## config.mk

```make
export PLATFORM = sky130hd
export DESIGN_NAME = count_capture_compare
export DESIGN_NICKNAME = d
export VERILOG_FILES = /design/src/rtl/count_capture_compare_pkg.sv /design/src/rtl/count_capture_compare_stable_sampler.sv /design/src/rtl/count_capture_compare.sv
export SDC_FILE = /design/constraint.sdc
export NUM_CORES = 1
export LEC_CHECK = 0
export CAP_MARGIN = 20
export CORE_UTILIZATION = 55
export CTS_CLUSTER_SIZE = 12
export DETAILED_ROUTE_END_ITERATION = 7
export DONT_BUFFER_PORTS = 1
export GPL_ROUTABILITY_DRIVEN = 1
export PLACE_DENSITY = 0.7
export SYNTH_ARGS = -nofsm -noshare
export SYNTH_HDL_FRONTEND = slang
export SYNTH_SLANG_ARGS = --single-unit
```

## constraint.sdc

```tcl
create_clock -name clk -period 3.6 [get_ports clk]
set_input_delay 0.54 -clock clk [delete_from_list [all_inputs] [get_ports clk]]
set_output_delay 0.54 -clock clk [all_outputs]
set_load 0.01 [all_outputs]
```

## src/rtl/count_capture_compare_pkg.sv

```systemverilog
// Shared constants for the ripple-counter capture/compare block and its sampler.
package count_capture_compare_pkg;

  localparam int unsigned DEF_WIDTH   = 8;
  localparam int unsigned DEF_CMP_RST = 0;

  localparam logic [DEF_WIDTH-1:0] CNT_ONES = '1;

endpackage

```

## src/rtl/count_capture_compare_stable_sampler.sv

```systemverilog
// Two-stage sampler for an asynchronous, possibly rippling bus; flags a value
// as acceptable once two consecutive samples agree.
module count_capture_compare_stable_sampler
  import count_capture_compare_pkg::*;
#(
  parameter int unsigned WIDTH = DEF_WIDTH
) (
  input  logic             clk,
  input  logic             rst,
  input  logic [WIDTH-1:0] din,
  output logic [WIDTH-1:0] sample,
  output logic             accept_c
);

  logic [WIDTH-1:0] s1;

  always_ff @(posedge clk or negedge rst) begin
    if (!rst) begin
      s1     <= '0;
      sample <= '0;
    end else begin
      s1     <= din;
      sample <= s1;
    end
  end

  // sample is the older stage; equal stages mean no ripple was caught
  assign accept_c = (s1 == sample);

endmodule

```

## src/rtl/count_capture_compare.sv

```systemverilog
// Captures a stable ripple-counter value and compares it against a
// double-buffered compare register, producing match/wrap pulses, PWM and a flag.
module count_capture_compare
  import count_capture_compare_pkg::*;
#(
  parameter int unsigned         WIDTH   = DEF_WIDTH,
  parameter logic [WIDTH-1:0]    CMP_RST = WIDTH'(DEF_CMP_RST)
) (
  input  logic             clk,
  input  logic             rst,
  input  logic [WIDTH-1:0] cnt_in,
  input  logic [WIDTH-1:0] cmp_val,
  input  logic             cmp_wr,
  output logic             cmp_busy,
  output logic             cmp_ack,
  input  logic             clr_flag,
  output logic [WIDTH-1:0] cnt_out,
  output logic             cnt_valid,
  output logic             upd,
  output logic             match,
  output logic             wrap,
  output logic             pwm,
  output logic             flag
);

  logic [WIDTH-1:0] s2;
  logic             accept_c;
  logic [WIDTH-1:0] shadow_q;
  logic [WIDTH-1:0] active_q;
  logic [WIDTH-1:0] active_nxt_c;
  logic             upd_ev_c;
  logic             wrap_ev_c;
  logic             xfer_c;
  logic             load_c;
  logic             match_c;

  count_capture_compare_stable_sampler #(
    .WIDTH (WIDTH)
  ) u_stable_sampler (
    .clk      (clk),
    .rst      (rst),
    .din      (cnt_in),
    .sample   (s2),
    .accept_c (accept_c)
  );

  // Event decode; compare uses the active value as it will be after this edge
  always_comb begin
    upd_ev_c     = accept_c && (!cnt_valid || (s2 != cnt_out));
    wrap_ev_c    = upd_ev_c && cnt_valid && (s2 < cnt_out);
    xfer_c       = cmp_busy && (wrap_ev_c || (upd_ev_c && !cnt_valid));
    load_c       = cmp_wr && !cmp_busy;
    active_nxt_c = xfer_c ? shadow_q : active_q;
    match_c      = upd_ev_c && (s2 == active_nxt_c);
  end

  always_ff @(posedge clk or negedge rst) begin
    if (!rst) begin
      shadow_q  <= '0;
      active_q  <= CMP_RST;
      cmp_busy  <= 1'b0;
      cmp_ack   <= 1'b0;
      cnt_out   <= '0;
      cnt_valid <= 1'b0;
      upd       <= 1'b0;
      match     <= 1'b0;
      wrap      <= 1'b0;
      pwm       <= 1'b0;
      flag      <= 1'b0;
    end else begin
      if (load_c) begin
        shadow_q <= cmp_val;
      end
      cmp_busy <= load_c || (cmp_busy && !xfer_c);
      cmp_ack  <= xfer_c;
      active_q <= active_nxt_c;
      upd      <= upd_ev_c;
      wrap     <= wrap_ev_c;
      match    <= match_c;
      if (upd_ev_c) begin
        cnt_out   <= s2;
        cnt_valid <= 1'b1;
        pwm       <= (s2 < active_nxt_c);
      end
      // a same-cycle match overrides the clear request
      if (match_c) begin
        flag <= 1'b1;
      end else if (clr_flag) begin
        flag <= 1'b0;
      end
    end
  end

endmodule

```

# Word-level counts from Yosys, hierarchy flattened
# Cells that the tools add are included.
[totals]
reg_bits = 48
input_bits = 20
output_inout_bits = 16
word_cells = 36
[classes]
magnitude_cmp = 2
eq_ne = 3
muxes = 3
reduce_logical = 15
[ops]
columns = ["cell", "n"]
rows = [
  ["equality test 8 bit", 2],
  ["< comparator 8 bit", 2],
  ["logical AND 1 bit", 8],
  ["two-way mux 8 bit", 1],
  ["inequality test 8 bit", 1],
  ["zero test 1 bit", 3],
  ["logical OR 1 bit", 3],
  ["two-way mux 1 bit", 2],
  ["nonzero test 2 bit", 1],
]

# Logic depth before layout (Yosys ltp)
[depth]
word_depth = 11
mapped_depth = 14
ltp_nobuf = 13

# By module
# From an unflattened synthesis, not the netlist that was laid out.
[hier_totals]
cells_unflattened = 157
hier_area_um2 = 2134.5
[by_module_without_submodules]
columns = ["module", "n_inst", "cells_per_inst", "area_per_inst_um2", "seq_area_each_um2"]
rows = [
  ["count_capture_compare", 1, 130, 1647.8, 800.8],
  ["count_capture_compare_stable_sampler", 1, 27, 486.7, 400.4],
]

# Worst setup path before layout
# OpenSTA, ideal clock, no wires.
[synth_timing]
kind = "register to register"
from = "reg cnt_out[7]"
to = "reg pwm"
setup_time_ps = 78
t_arrival_ps = 2782
required_time_ps = 3522
setup_slack_ps = 740
stages_incl_launch_ff = 15
path_buffers = 1
period_less_slack_ps = 2860
cell_sequence = "dfrtp_1 -> inv_1 -> ha_1 -> nand4_1 -> o31ai_2 -> nor3_2 -> a31oi_4 -> buf_6 -> mux2i_1 -> ha_1 -> a21o_1 -> a21o_1 -> a21oi_1 -> nand3_1 -> o2bb2ai_1"
[synth_via]
elab_chain_cells = 9
word_cells_on_any_way = 11
cone_classes = "2 x order compare; 1 x eq/ne; 1 x mux; 7 x reduce/logical"
[synth_lines]
columns = ["element", "line", "source"]
rows = [
  ["start: declaration", "count_capture_compare.sv:17", "output logic [WIDTH-1:0] cnt_out,"],
  ["start signal: assignment", "count_capture_compare.sv:63", "cnt_out <= '0;"],
  ["start signal: assignment", "count_capture_compare.sv:81", "cnt_out <= s2;"],
  ["branches (longest 9 deep; another with < comparator 8 bit)", "-", ""],
  ["end signal: assignment", "count_capture_compare.sv:83", "pwm <= (s2 < active_nxt_c);"],
  ["end: declaration", "count_capture_compare.sv:22", "output logic pwm,"],
]
# Several ways; the timed one is not identified.
# A chain may end at the register's enable or synchronous reset.

# Final worst setup path
# Same ends and word-level chain as after synthesis.

==> flow_summary_export.csv <==
group,metric,value,unit
layout,fillers,295,
yosys,synth_top_area_cell,"dfrtp_1",
critical_path,reg2regPathDepth,13,
cts,cts_buffers,5,
critical_path,crit_path_end_kind,"flop",
global_route,antenna_found_initial,0,
sta,skew,6.24,ps
sta,layout_setup_ws,582,ps
yosys,yosysMostFrequentCell,"dfrtp_1",
yosys,netlist_top_cells_count,"dfrtp_1, mux2_2, ha_1",
yosys,syn_area_per_cell,14.1,µm²
layout,utilization,63.5,%
sta,final.min_clock_period,3020,ps
yosys,syn-cell-area,2250,µm²
critical_path,start_kind,"flop",
placed_design,dp_worst_setup_slack,603,ps
yosys,synth_fp_nets,195,
yosys,ys_seq_area_share,53.5,%
cts,cts_root_buf,"clkbuf_8",
run_status,status,"finished clean",
critical_path,crit_arrival,3240,ps
layout,diodes,0,
yosys,synth_cell_types,35,
placed_design,hpwlAfterDp,2640,µm
yosys,async_flop_share,100,%
global_route,first_global_vias,1276,
sta,clock.fmax,0.331,GHz
floorplanning,ios,36,
layout,layout.nets,201,
route,wirelength,3610,µm
layout,syn2layout_area_growth,7.35,%
floorplanning,core_area,3800,µm²
power_and_ir_drop,powerDensity,536,nW/µm²
route,dr.pass1.iters,4,
yosys,synthFlopType,"dfrtp_1",
cts,clkSinkCount,48,
power_and_ir_drop,leakagePower,1.15,nW
route,ant_nets,0,
route,drc,0,
sta,finalSetupViolations,0,
cts,ctsLongestPathBuffers,2,
cts,clk_pin_slew,80,ps
yosys,synth_top_area_share,53.5,%
global_route,overflow,0,
yosys,yosysWarningCount,0,
sta,final_max_slew_viol_count,0,
floorplanning,start_util,59.1,%
critical_path,r2r_slack,580,ps
yosys,synth-edff-count,0,
critical_path,crit_required,3820,ps
sta,worstMarginPinSlew,902,ps
route,wl_per_cell,16.9,µm
cts,clk_latency,300,ps
power_and_ir_drop,ir_drop,0.000264,V
global_route,grt_max_degree,49,
route,initialDrtViolationCount,47,
sta,maxSlewHeadroom,39.8,%
floorplanning,die_height,65.9,µm
route,vias,1206,
cts,h-tree-depth,2,
yosys,synth.area.top_cells,"dfrtp_1, mux2_2, ha_1",
global_route,grt_first_pass_wirelength,6140,µm
floorplanning,die-area,4340,µm²
floorplanning,rows,22,
cts,ctsResizeCount,0,
sta,fin_crit_sh,83.8,%
critical_path,path_class,"reg -> reg",
floorplanning,dieWidth,65.9,µm
job,cap_violations,0,
yosys,syn_inst,159,
sta,hold_violations,0,
yosys,synth-seq-cells,48,
route,avgViaCountPerCell,5.64,
cts,cts_tree,"built",
hold_path,hold_class,"in -> async",
sta,rsz0062_at_grt,"no",
power_and_ir_drop,power,0.00129,W
placed_design,gp_congestion,0.746,
critical_path,r2r-end,"pwm",
global_route,grt_usage,19.8,%
critical_path,crit_fanout,10,
placed_design,io_buffer_count,0,
sta,fin_hold_ws,78.8,ps
sta,tns,0,ps
layout,drive_gt1_share,26.5,%
critical_path,timing.rr.start,"cnt_out[7]",
[critical path, cell delays in order, from the launching register on]
cell,delay [ps]
dfrtp_1,420
inv_1,70
ha_1,350
nand4_1,170
o31ai_2,270
nor3_2,80
a31oi_4,330
buf_4,270
mux2i_1,210
ha_1,260
a21o_1,150
a21oi_1,140
nand3_1,90
o2bb2ai_1,130
[sequential cells by signal, summed over array words and instances, names as in the netlist]
name	cells
active_q	8
cmp_ack	1
cmp_busy	1
cnt_out	8
cnt_valid	1
flag	1
match	1
pwm	1
shadow_q	8
u_stable_sampler.s1	8
u_stable_sampler.sample	8
upd	1
wrap	1
[cell type report]
cell class	instances	area [µm²]	area share, %
Clock buffer	6	82.6	3.43
Clock inverter	2	10.0	0.415
Inverter	14	52.6	2.18
Multi-Input combinational cell	94	970	40.2
Sequential cell	48	1200	49.8
Tap cell	48	60.1	2.49
Timing Repair Buffer	2	35.0	1.45
[cells in the final DEF (no fill, tap or decap), drive strengths merged]
| cell type | count |
|---|---|
| or3 | 1 |
| ha | 16 |
| o31ai | 1 |
| nor2 | 3 |
| mux2i | 7 |
| nand2 | 3 |
| buf | 2 |
| nor3 | 3 |
| mux2 | 24 |
| nand4 | 6 |
| inv | 14 |
| nor2b | 3 |
| a2111oi | 1 |
| o21a | 1 |
| o21ai | 2 |
| xnor2 | 8 |
| a41oi | 1 |
| a31oi | 1 |
| o32ai | 1 |
| nand3 | 1 |
| clkinv | 2 |
| clkbuf | 6 |
| nor4b | 1 |
| o2bb2ai | 1 |
| a21o | 4 |
| dfrtp | 48 |
| a21oi | 4 |
| o211ai | 1 |
[per-stage QoR]
step / cell area (µm²) / cells
after floorplan: 2250 / 159
after global placement: 2290 / 205
after detailed placement: 2290 / 205
after CTS: 2410 / 214
after global routing: 2410 / 214
final: 2410 / 214
[where the power goes]
group	internal (W)	switching, W
logic	0.000139	0.000109
registers	0.000632	0.0000912
clock network	0.000153	0.000169
total	0.000924	0.000369
[what timing repair did]
item                      4_1_cts  5_1_grt
buffers inserted                0        0
hold endpoints to repair       48        0
hold buffers                    1        0
[per-layer routing]
layer	vias up	GRT usage, %	wire, µm
li1	575	-	-
met1	598	23.2	1540
met2	25	33.3	1860
met3	8	6.55	148
met4	0	7.34	56
met5	-	0	0
[worst max-delay path by stage]
stage	from	to	slack (ps)	depth (start not counted)
6_report	cnt_out[7]	pwm	580	13
5_1_grt	cnt_out[7]	pwm	280	13
3_5_place_dp	cnt_out[7]	pwm	600	13
4_1_cts	cnt_out[7]	pwm	570	13
3_3_place_gp	cnt_out[7]	pwm	690	13
2_1_floorplan	cnt_out[7]	pwm	740	14
[cells by family after synthesis]
family,Yosys count,synth area share [%]
buf+inv,17,3.34
simple gates,21,6.91
flops,48,53.5
xor+xnor,8,4.46
fa+ha+maj,16,8.91
compound gates,18,7.41
mux,31,15.5
Note: power is estimated with default switching activity, not from simulation.
